`src/rtl/icmp_packet_builder.sv`:
```
// ICMP transmit builder: latches header and payload on start, folds a 16-bit one's-complement
// checksum one word per cycle, then streams the packet one byte per valid/ready handshake.
`timescale 1ns/1ps
module icmp_packet_builder #(
  parameter int PAYLOAD_WORDS = 1
) (
  input  logic                       clk,
  input  logic                       rst_n,
  input  logic                       start,
  input  logic [7:0]                 icmp_type,
  input  logic [7:0]                 icmp_code,
  input  logic [15:0]                identifier,
  input  logic [15:0]                seq_num,
  input  logic [32*PAYLOAD_WORDS-1:0] payload,
  output logic [7:0]                 tx_data,
  output logic                       tx_valid,
  input  logic                       tx_ready,
  output logic                       tx_last,
  output logic                       busy,
  output logic                       done,
  output logic [15:0]                checksum_out
);
  localparam int N      = 3 + 2*PAYLOAD_WORDS;
  localparam int LEN    = 8 + 4*PAYLOAD_WORDS;
  localparam int PAY_W  = 32*PAYLOAD_WORDS;
  localparam int PKT_W  = 8*LEN;
  localparam int CALC_W = 16*N;
  localparam int WI_W   = $clog2(N+1);
  localparam int BI_W   = $clog2(LEN);

  typedef enum logic [1:0] {IDLE, CALC, SEND} state_t;

  state_t            state;
  logic [WI_W-1:0]   word_idx;
  logic [BI_W-1:0]   byte_idx;
  logic [15:0]       acc;
  logic [7:0]        type_q;
  logic [7:0]        code_q;
  logic [15:0]       id_q;
  logic [15:0]       seq_q;
  logic [PAY_W-1:0]  pay_q;
  logic [CALC_W-1:0] calc_sr;
  logic [PKT_W-1:0]  tx_sr;
  logic [PKT_W-1:0]  pkt;
  logic [16:0]       sum17;
  logic [15:0]       acc_next;
  logic              accept;
  logic              handshake;
  logic              calc_end;

  always_comb begin
    sum17     = {1'b0, acc} + {1'b0, calc_sr[CALC_W-1 -: 16]};
    acc_next  = sum17[15:0] + {15'd0, sum17[16]};
    pkt       = {type_q, code_q, ~acc, id_q, seq_q, pay_q};
    accept    = (state == IDLE) && start;
    handshake = (state == SEND) && tx_valid && tx_ready;
    calc_end  = (state == CALC) && (word_idx == WI_W'(N));
  end

  // Datapath storage: field snapshot, checksum word shifter, byte shifter (no reset needed)
  always_ff @(posedge clk) begin
    if (accept) begin
      type_q  <= icmp_type;
      code_q  <= icmp_code;
      id_q    <= identifier;
      seq_q   <= seq_num;
      pay_q   <= payload;
      calc_sr <= {icmp_type, icmp_code, identifier, seq_num, payload};
    end else if (state == CALC) begin
      calc_sr <= calc_sr << 16;
    end
    // tx_sr holds the bytes still to come after the one on tx_data
    if (calc_end)
      tx_sr <= pkt << 8;
    else if (handshake)
      tx_sr <= tx_sr << 8;
  end

  always_ff @(posedge clk or negedge rst_n) begin
    if (!rst_n) begin
      state        <= IDLE;
      word_idx     <= '0;
      byte_idx     <= '0;
      acc          <= '0;
      tx_data      <= '0;
      tx_valid     <= 1'b0;
      tx_last      <= 1'b0;
      busy         <= 1'b0;
      done         <= 1'b0;
      checksum_out <= '0;
    end else begin
      done <= 1'b0;
      case (state)
        IDLE: begin
          if (start) begin
            acc      <= '0;
            word_idx <= '0;
            busy     <= 1'b1;
            state    <= CALC;
          end
        end
        CALC: begin
          if (word_idx == WI_W'(N)) begin
            checksum_out <= ~acc;
            byte_idx     <= '0;
            tx_data      <= pkt[PKT_W-1 -: 8];
            tx_valid     <= 1'b1;
            tx_last      <= 1'b0;
            state        <= SEND;
          end else begin
            acc      <= acc_next;
            word_idx <= word_idx + 1'b1;
          end
        end
        SEND: begin
          if (tx_ready) begin
            if (byte_idx == BI_W'(LEN-1)) begin
              tx_data  <= '0;
              tx_valid <= 1'b0;
              tx_last  <= 1'b0;
              busy     <= 1'b0;
              done     <= 1'b1;
              state    <= IDLE;
            end else begin
              byte_idx <= byte_idx + 1'b1;
              tx_data  <= tx_sr[PKT_W-1 -: 8];
              tx_last  <= (byte_idx == BI_W'(LEN-2));
            end
          end
        end
        default: state <= IDLE;
      endcase
    end
  end
endmodule

```
`config.mk`:
```
export PLATFORM = sky130hd
export DESIGN_NAME = icmp_packet_builder
export DESIGN_NICKNAME = d
export VERILOG_FILES = /design/src/rtl/icmp_packet_builder.sv
export SDC_FILE = /design/constraint.sdc
export NUM_CORES = 1
export LEC_CHECK = 0
export ABC_AREA = 0
export CORE_MARGIN = 1
export CORE_UTILIZATION = 50
export DETAILED_ROUTE_END_ITERATION = 8
export GPL_TIMING_DRIVEN = 0
export PLACE_DENSITY = 0.71
export SLEW_MARGIN = 15
export SYNTH_ARGS = -nofsm -noshare
export SYNTH_HDL_FRONTEND = slang
export SYNTH_SLANG_ARGS = --single-unit
```
`constraint.sdc`:
```
create_clock -name clk -period 7.1 [get_ports clk]
set_input_delay 2.13 -clock clk [delete_from_list [all_inputs] [get_ports clk]]
set_output_delay 2.13 -clock clk [all_outputs]
set_load 0.03 [all_outputs]
```
==> impl_metrics.py, run 1 <==
metrics = {
    "run_status": {
        "status": "finished clean",
    },
    "layout": {
        "fillers": 1860,
        "instances_no_fill": 1481,
        "drive_gt1_share_pct": 12.0,
        "synthToLayoutAreaGrowth_pct": 22.6,
        "area.sequential_um2": 8770,
        "layout.nets": 1238,
        "final_util_pct": 63.2,
        "fin_area_um2": 15500,
        "multiInputGateArea_um2": 3750,
    },
    "routing": {
        "vias": 7924,
        "ant_nets": 0,
        "firstDrtPassIters": 5,
        "drt-wirelength-per-cell_um": 18.3,
        "vias_per_cell": 5.35,
        "drc": 0,
        "drt-total-wl_um": 27100,
        "first_iter_violations": 590,
    },
    "clock_tree": {
        "hold_buffers": 0,
        "clockRootBuffer": "clkbuf_16",
        "clkLatencyLatePin_ns": 0.57,
        "tritoncts": "done",
        "clkTransAtPathRegs_ns": 0.06,
        "cts-buffers-inserted": 31,
        "cts_sinks": 301,
        "cts_buffer_depth": 3,
        "postCtsSetupBuffers": 0,
        "htree_levels": 1,
        "ctsResizeCount": 0,
    },
    "sta": {
        "clock.fmax_mhz": 210,
        "period_share_pct": 66.9,
        "max-slew-margin-rel_pct": 46.2,
        "setup_tns_ns": 0,
        "finalCriticalPeriod_ns": 4.75,
        "hold_violations": 0,
        "max_slew.worst_pin.slew_ns": 0.805,
        "rsz0062_at_grt": "no",
        "layout_setup_ws_ns": 2.35,
        "skew_ns": 0.0176,
        "setup_violations": 0,
        "whs_ns": 0.477,
        "report.final.slew_viol_count": 0,
    },
    "setup_path": {
        "crit_chain": "ha_1 > clkbuf_1 > o211a_1 > o31a_2 > o22a_1 > a31o_2 > o22a_1 > a21o_1 > a21o_1 > ha_1 > nor2b_1 > and2_1 > nand4_1 > nor4_4 > mux2i_1 > or4_1 > a32o_1",
        "ff2ff_setup_slack_ns": 2.35,
        "critPathMaxStageDelay_ns": 0.50,
        "crit_type": "flop to flop",
        "cp-start-kind": "flop",
        "end_kind": "flop",
        "crit_path_top_delay_cell": "edfxtp_1",
        "worstPathArrival_ns": 5.19,
        "required_ns": 7.54,
        "path_delay_family": "compound AO/OA/AOI/OAI gates",
        "critPathMaxFanout": 10,
        "path_buf_inv": 1,
    },
    "floorplan": {
        "start_util_pct": 51.6,
        "dieArea_um2": 26000,
        "dieHeight_um": 161,
        "io_pins": 112,
        "core_area_um2": 24600,
        "die_w_um": 161,
        "rows": 57,
    },
    "synth": {
        "syn_nets": 1085,
        "yosysWarnings": 0,
        "syn_area_um2": 12700,
        "yosysSeqAreaShare_pct": 69.2,
        "synth_seq_cells": 301,
        "synth_area_per_cell_um2": 13.0,
        "synth_edf_count": 248,
        "synthCells": 978,
        "ys_types": 56,
        "synth-async-reset-ratio_pct": 17.6,
        "synth_flop_cell": "edfxtp_1",
    },
    "pwr": {
        "clkPwrFrac_pct": 24.0,
        "p_per_area_nw_per_um2": 459,
        "peakVddDrop_mv": 0.242,
        "combPwrFrac_pct": 35.4,
        "switching_power_mw": 2.40,
        "swShare_pct": 33.7,
        "power.total_mw": 7.14,
        "seqPwrFrac_pct": 40.6,
        "leakagePower_nw": 5.99,
        "internal_power_mw": 4.73,
    },
    "global_route": {
        "track_usage_pct": 21.5,
        "grt_max_degree": 58,
        "grt_pass1_wl_um": 42700,
        "grt_pass1_vias": 7992,
        "antenna_found_initial": 3,
        "gr-total-overflow": 0,
    },
    "place": {
        "dpl.cell_count": 1422,
        "io_buffer_count": 111,
        "placed_area_um2": 14400,
        "place_hpwl_um": 19700,
        "detailedPlace.worstSlack_ns": 2.08,
        "gp_congestion": 0.883,
    },
    "flow_run": {
        "cap_violations": 0,
    },
    "min_path": {
        "hold_path.class": "flop to flop",
    },
}
-- worst paths after layout --
check,endpoint,cells past startpoint,from
setup / recovery,acc[10]$_DFFE_PN0P_,17,calc_sr[68]$_DFFE_PP_
hold / removal,tx_last$_DFFE_PN0P_,2,tx_last$_DFFE_PN0P_
setup reg to reg,acc[10]$_DFFE_PN0P_,17,calc_sr[68]$_DFFE_PP_
hold reg to reg,tx_last$_DFFE_PN0P_,2,tx_last$_DFFE_PN0P_
max in group asynchronous,checksum_out[8]$_DFFE_PN0P_,3,rst_n
min in group asynchronous,tx_data[5]$_DFFE_PN0P_,1,rst_n
-- logic make-up (layout without fill, tap and decap cells) --
group                    count (synthesis)  after routing  synth area share (%)
other                                    0              1                     0
multiplexers                            66             66                  5.84
AO/OA/AOI/OAI                          123            123                  5.91
XOR/XNOR                                23             23                  1.59
buffers and inverters                   48            226                  1.42
AND/OR/NAND/NOR                        394            394                  13.8
flip-flops                             301            301                  69.2
adder cells (fa/ha/maj)                 23             23                  2.33
-- power groups by stage --
stage | logic (mW) | clock network (mW) | registers [mW]
floorplan | 1.68 | 0 | 2.96
global placement | 2.38 | 0 | 2.99
detailed placement | 2.53 | 0 | 2.93
CTS | 2.54 | 1.73 | 2.90
global route | 2.80 | 1.80 | 2.94
finish | 2.53 | 1.71 | 2.90
-- cell usage in the layout, fill, tap and decap left out, types with 3 or more instances in the layout --
| cell type | synthesis | routed |
|---|---|---|
| nand2_1 | 270 | 270 |
| clkinv_2 | 0 | 4 |
| inv_1 | 8 | 8 |
| o21a_1 | 4 | 4 |
| nand2b_1 | 6 | 6 |
| clkdlybuf4s50_1 | 0 | 110 |
| a21oi_1 | 13 | 13 |
| a21o_1 | 5 | 5 |
| ha_1 | 22 | 22 |
| clkbuf_1 | 40 | 47 |
| nand4_1 | 3 | 3 |
| or2_2 | 4 | 4 |
| nor3_1 | 8 | 8 |
| edfxtp_1 | 248 | 248 |
| a31oi_1 | 9 | 9 |
| xor2_1 | 10 | 10 |
| clkbuf_16 | 0 | 31 |
| clkinvlp_4 | 0 | 5 |
| nor2b_1 | 6 | 6 |
| mux2_2 | 64 | 64 |
| o21bai_1 | 3 | 3 |
| xnor2_1 | 13 | 13 |
| and2_1 | 28 | 28 |
| o211ai_1 | 4 | 4 |
| nor2_1 | 28 | 26 |
| nand3_1 | 17 | 17 |
| dfrtp_1 | 53 | 53 |
| bufinv_16 | 0 | 6 |
| o21ai_0 | 64 | 64 |
| buf_16 | 0 | 7 |
| nor3b_1 | 6 | 6 |
| o211a_1 | 3 | 3 |
| nor4_1 | 3 | 3 |
-- layout make-up --
class                   count  share of cell area (%)
clock buffers              40                    5.27
inverters                   8                   0.193
well taps                 324                    2.61
clock inverters            18                    1.79
multi-input cells         629                    24.1
flip-flops and latches    301                    56.4
plain buffers              40                   0.990
diodes                      1                  0.0161
repair buffers            120                    8.61
-- worst reg2reg max path: cells and delay by family, from the launching register on --
kind,cells,cell delay [ns]
muxes,1,0.15
AOI/OAI and AO/OA,8,1.67
buffers and inverters,1,0.31
DFF,1,0.50
and+or+nand+nor,5,1.48
adders and majority gates,2,0.52
-- cell usage after synthesis (all sizes together) (9+ instances only) --
library cell,instances,area [um^2]
xor2,10,87.6
nand2,270,1010
a31oi,9,56.3
o21ai,65,329
ha,22,275
and2,28,175
xnor2,13,114
edfxtp,248,7450
a21oi,13,65.1
mux2,64,721
nand3,17,85.1
dfrtp,53,1330
nor2,28,105
clkbuf,40,150
-- per-layer routing --
metal  global-route usage, %  up-vias  part of all wire [%]
li1                        -     3809                     -
met1                    26.7     3849                    41
met2                    37.6      208                    50
met3                    4.06       56                   5.3
met4                    7.76        2                   3.6
met5                       0        -                 0.044
-- flip-flops by register name, summed over array words and instances (netlist names), 16 cells and up --
register and flops:
id_q 16, pay_q 32, calc_sr 80, seq_q 16, acc 16, tx_sr 88, checksum_out 16
No activity file was read; power rests on OpenSTA's default activity.
==> run 2: changes to the inputs <==
--- a/config.mk
+++ b/config.mk
@@ -10,7 +10,7 @@
 export CORE_UTILIZATION = 50
 export DETAILED_ROUTE_END_ITERATION = 8
 export GPL_TIMING_DRIVEN = 0
-export PLACE_DENSITY = 0.71
+export PLACE_DENSITY = 0.73
 export SLEW_MARGIN = 15
 export SYNTH_ARGS = -nofsm -noshare
 export SYNTH_HDL_FRONTEND = slang
==> constraint.sdc (replaced) <==
create_clock -name clk -period 4.1 [get_ports clk]
set_input_delay 1.23 -clock clk [delete_from_list [all_inputs] [get_ports clk]]
set_output_delay 1.23 -clock clk [all_outputs]
set_load 0.03 [all_outputs]
==> impl_metrics.py, run 2 (synthesis results as in run 1) <==
metrics = {
    "sta": {
        "period_share_pct": 98.5,
        "finalCriticalPeriod_ns": 4.04,
        "setup_violations": 0,
        "layout_setup_ws_ns": 0.0603,
        "rsz0062_at_grt": "yes",
        "report.final.slew_viol_count": 0,
        "clock.fmax_mhz": 248,
        "max-slew-margin-rel_pct": 34.4,
        "hold_violations": 0,
        "skew_ns": 0.0112,
        "max_slew.worst_pin.slew_ns": 0.971,
    },
    "layout": {
        "layout.nets": 1246,
        "diodes": 0,
        "top_register": "tx_sr",
        "largest_register_ffs": 88,
        "synthToLayoutAreaGrowth_pct": 23.1,
        "final_common_cell": "nand2_1",
        "largestRegisters": "tx_sr (88), calc_sr (80), pay_q (32)",
        "final_util_pct": 63.5,
        "drive_gt1_share_pct": 13.8,
        "fillers": 1816,
        "instances_no_fill": 1487,
        "final_cell_mix": "nand2_1, edfxtp_1, clkdlybuf4s50_1",
    },
    "floorplan": {
        "io_pins": 112,
        "rows": 57,
        "dieArea_um2": 26000,
        "start_util_pct": 51.6,
        "die_w_um": 161,
        "dieHeight_um": 161,
        "core_area_um2": 24600,
    },
    "setup_path": {
        "end_kind": "flop",
        "crit_chain": "ha_4 > inv_2 > fa_2 > nor2b_2 > o31a_2 > o22a_4 > a31o_4 > o22a_1 > a21o_1 > a21o_1 > ha_2 > nor2b_4 > and2_4 > nand4_1 > nor4_4 > mux2i_1 > or4_1 > a32o_1",
        "crit_type": "flop to flop",
        "required_ns": 4.55,
        "critPathMaxFanout": 2,
        "critPathMaxStageDelay_ns": 0.51,
        "cp-start-kind": "flop",
        "crit_path_top_delay_cell": "or4_1",
        "path_buf_inv": 1,
        "cp_common_cell": "a21o_1",
        "path_delay_family": "simple AND/OR/NAND/NOR gates",
        "worstPathArrival_ns": 4.49,
    },
    "clock_tree": {
        "htree_levels": 1,
        "cts_sinks": 301,
        "clkLatencyLatePin_ns": 0.56,
        "cts_buffer_depth": 3,
        "cts-buffers-inserted": 30,
        "clockRootBuffer": "clkbuf_16",
        "tritoncts": "done",
        "clkTransAtPathRegs_ns": 0.06,
    },
    "place": {
        "gp_congestion": 0.874,
        "io_buffer_count": 111,
        "dpl.cell_count": 1420,
        "place_hpwl_um": 19300,
        "detailedPlace.worstSlack_ns": -0.603,
    },
    "global_route": {
        "gr-total-overflow": 0,
        "track_usage_pct": 21.5,
        "grt_pass1_wl_um": 42700,
        "antenna_found_initial": 2,
        "grt_max_degree": 90,
        "grt_pass1_vias": 7924,
    },
    "pwr": {
        "peakVddDrop_mv": 0.408,
        "p_per_area_nw_per_um2": 799,
        "leakagePower_nw": 6.01,
    },
    "routing": {
        "vias_per_cell": 5.37,
        "vias": 7981,
        "drc": 0,
        "ant_nets": 0,
        "first_iter_violations": 573,
        "firstDrtPassIters": 5,
        "drt-total-wl_um": 27400,
        "drt-wirelength-per-cell_um": 18.5,
    },
    "run_status": {
        "status": "finished clean",
    },
    "flow_run": {
        "cap_violations": 0,
    },
    "min_path": {
        "hold_path.class": "flop to flop",
    },
}
==> run 2: per-layer routing <==
metal	vias up	track usage, %	part of all wire [%]
met5	-	0	0.087
met4	4	10.7	4.9
met3	68	4.06	5.6
met2	232	36.4	49
met1	3841	26.6	41
li1	3836	-	-
==> run 2: path summary, 6_finish.rpt <==
check	start	end	slack [ns]	cells past startpoint
hold / removal	checksum_out[14]$_DFFE_PN0P_	checksum_out[14]$_DFFE_PN0P_	0.48	2
setup reg to reg	acc[0]$_DFFE_PN0P_	acc[10]$_DFFE_PN0P_	0.06	18
setup / recovery	acc[0]$_DFFE_PN0P_	acc[10]$_DFFE_PN0P_	0.06	18
min in group asynchronous	rst_n	done$_DFF_PN0_	0.63	1
hold reg to reg	checksum_out[14]$_DFFE_PN0P_	checksum_out[14]$_DFFE_PN0P_	0.48	2
max in group asynchronous	rst_n	checksum_out[3]$_DFFE_PN0P_	2.91	2
==> run 2: cell type report <==
cell class	instances	area (um^2)	share of cell area (%)
Sequential cell	301	8770	56.2
Multi-Input combinational cell	629	3840	24.6
Timing Repair Buffer	132	1370	8.80
Clock buffer	33	762	4.88
Tap cell	324	405	2.60
Clock inverter	23	278	1.78
Buffer	37	149	0.954
Inverter	8	30.0	0.192
==> run 2: timing repair <==
action | CTS | global route
endpoints found under the setup margin | 6 | 4
gates resized for setup | 10 | 9
setup buffers | 6 | 8
pin swaps | 4 | 11
hold buffers | 0 | 0
==> run 2: metrics by stage <==
step	hold WS [ns]	cell area, um^2	power, mW	TNS, ns
after floorplan	0.484	12700	8.00	0
after global placement	0.462	14200	9.23	-329.10
after detailed placement	0.470	14400	9.41	-2.18
after CTS	0.483	15500	12.4	0
after global routing	0.518	15600	13.2	-0.140
final	0.477	15600	12.5	0
==> run 2: report_power, final <==
part	internal, mW	switching, mW
Sequential	4.55	0.470
Combinational	1.99	2.61
Clock	1.72	1.14
Total	8.26	4.22
==> run 2: worst register-to-register path, delay by kind of cell, from the launching register on <==
family | cells | cell delay (ns)
DFF | 1 | 0.42
buffers and inverters | 1 | 0.04
adders and majority gates | 3 | 0.72
and+or+nand+nor | 6 | 1.42
AOI/OAI and AO/OA | 7 | 1.18
muxes | 1 | 0.15
==> run 3: changes to the inputs <==
--- a/config.mk
+++ b/config.mk
@@ -9,8 +9,10 @@
 export CORE_MARGIN = 1
 export CORE_UTILIZATION = 50
 export DETAILED_ROUTE_END_ITERATION = 8
+export GPL_ROUTABILITY_DRIVEN = 0
 export GPL_TIMING_DRIVEN = 0
 export PLACE_DENSITY = 0.73
+export REMOVE_ABC_BUFFERS = 1
 export SLEW_MARGIN = 15
 export SYNTH_ARGS = -nofsm -noshare
 export SYNTH_HDL_FRONTEND = slang
==> impl_metrics.py, run 3 (synthesis results as in run 1) <==
metrics = {
    "sta": {
        "whs_ns": 0.474,
        "clock.fmax_mhz": 245,
        "setup_violations": 0,
        "setup_tns_ns": 0,
        "period_share_pct": 99.6,
        "rsz0062_at_grt": "yes",
        "skew_ns": 0.0114,
        "max-slew-margin-rel_pct": 23.3,
        "report.final.slew_viol_count": 0,
        "layout_setup_ws_ns": 0.0175,
        "max_slew.worst_pin.slew_ns": 1.15,
        "finalCriticalPeriod_ns": 4.08,
        "hold_violations": 0,
    },
    "clock_tree": {
        "clkLatencyLatePin_ns": 0.56,
        "cts_buffer_depth": 3,
        "clockRootBuffer": "clkbuf_16",
        "cts_sinks": 301,
        "clkTransAtPathRegs_ns": 0.06,
        "cts-buffers-inserted": 31,
        "htree_levels": 1,
        "hold_buffers": 0,
        "tritoncts": "done",
    },
    "place": {
        "placed_area_um2": 14500,
        "dpl.cell_count": 1401,
        "detailedPlace.worstSlack_ns": -0.610,
        "place_hpwl_um": 16700,
        "io_buffer_count": 111,
    },
    "min_path": {
        "hold_depth": 2,
        "worstHoldStart": "checksum_out[14]$_DFFE_PN0P_",
        "hold_path.class": "flop to flop",
        "min_to": "checksum_out[14]$_DFFE_PN0P_",
    },
    "global_route": {
        "track_usage_pct": 19.8,
        "grt_pass1_wl_um": 40600,
        "grt_pass1_vias": 7902,
        "antenna_found_initial": 0,
        "gr-total-overflow": 0,
        "grt_max_degree": 54,
    },
    "setup_path": {
        "ff2ff_setup_slack_ns": 0.02,
        "crit_path_top_delay_cell": "or4_1",
        "required_ns": 4.54,
        "crit_chain": "ha_4 > inv_2 > fa_2 > nor2b_2 > o31a_2 > o22a_4 > a31o_4 > o22a_1 > a21o_1 > a21o_1 > ha_2 > nor2b_4 > and2_4 > nand4_1 > nor4_4 > mux2i_1 > or4_1 > a32o_1",
        "cp-start-kind": "flop",
        "end_kind": "flop",
        "cp_common_cell": "a21o_1",
        "r2r-end": "acc[10]$_DFFE_PN0P_",
        "crit_start": "acc[0]$_DFFE_PN0P_",
        "worstPathArrival_ns": 4.52,
        "crit_type": "flop to flop",
        "critPathMaxFanout": 3,
        "r2r-start": "acc[0]$_DFFE_PN0P_",
        "reg2reg_depth": 18,
        "critPathMaxStageDelay_ns": 0.42,
    },
    "layout": {
        "final_util_pct": 63.6,
        "largestRegisters": "tx_sr (88), calc_sr (80), pay_q (32)",
        "layout.nets": 1231,
        "diodes": 0,
        "synthToLayoutAreaGrowth_pct": 23.3,
        "largest_register_ffs": 88,
        "top_register": "tx_sr",
        "instances_no_fill": 1473,
        "drive_gt1_share_pct": 15.7,
        "final_common_cell": "nand2_1",
        "fin_area_um2": 15600,
        "final_cell_mix": "nand2_1, edfxtp_1, clkdlybuf4s50_1",
    },
    "routing": {
        "ant_nets": 0,
        "drc": 0,
        "firstDrtPassIters": 5,
        "vias_per_cell": 5.35,
        "first_iter_violations": 524,
        "vias": 7881,
        "drt-total-wl_um": 25400,
        "drt-wirelength-per-cell_um": 17.2,
    },
    "floorplan": {
        "io_pins": 112,
        "core_area_um2": 24600,
        "start_util_pct": 51.6,
        "rows": 57,
        "die_w_um": 161,
        "dieArea_um2": 26000,
        "dieHeight_um": 161,
    },
    "pwr": {
        "leakagePower_nw": 6.07,
        "power.total_mw": 12.3,
        "p_per_area_nw_per_um2": 789,
        "peakVddDrop_mv": 0.426,
    },
    "flow_run": {
        "cap_violations": 0,
    },
    "run_status": {
        "status": "finished clean",
    },
}
run 3: cell count changes in the layout (fill, tap and decap cells not counted), moves of 2 or more:
cell	previous run	this run
clkinv_1	7	3
bufinv_16	6	2
ha_4	3	1
buf_12	4	9
buf_4	14	26
buf_6	0	5
clkbuf_1	39	13
clkinv_2	5	3
clkbuf_8	1	4
nor2_1	26	24
run 3: final cells by class:
| class | instances | area [um^2] |
|---|---|---|
| Fill cell | 1899 | 8960 |
| Sequential cell | 301 | 8770 |
| Multi-Input combinational cell | 629 | 3830 |
| Timing Repair Buffer | 153 | 1620 |
| Clock buffer | 48 | 880 |
| Tap cell | 324 | 405 |
| Clock inverter | 10 | 104 |
| Inverter | 8 | 30.0 |
run 3: worst max-delay path, delay by kind of cell (launching register included):
family	cells	cell delay, ns
buffers and inverters	1	0.04
muxes	1	0.14
DFF	1	0.40
adders and majority gates	3	0.70
and+or+nand+nor	6	1.46
AOI/OAI and AO/OA	7	1.23
run 3: worst max-delay path by stage:
stage,endpoint,slack (ns)
final,acc[10]$_DFFE_PN0P_,0.02
after global routing,acc[10]$_DFFE_PN0P_,-0.10
after CTS,acc[10]$_DFFE_PN0P_,0.001
after detailed placement,acc[15]$_DFFE_PN0P_,-0.61
after global placement,acc[10]$_DFFE_PN0P_,-21.43
after floorplan,acc[10]$_DFFE_PN0P_,-12.05
run 3: what timing repair did:
item,in CTS,in global routing
endpoints found under the setup margin,8,5
resized for setup,7,9
pin swaps,3,7
buffers inserted,4,10
run 3: routing by layer:
layer  part of all wire [%]  GRT usage [%]
met2                     49           33.3
met5                      0              0
met3                    5.2           3.57
met1                     43           26.3
met4                    2.8           5.92
run 3: power breakdown:
group          internal, mW  switching, mW
clock                  1.59           1.11
combinational          2.05           2.65
sequential             4.55          0.399
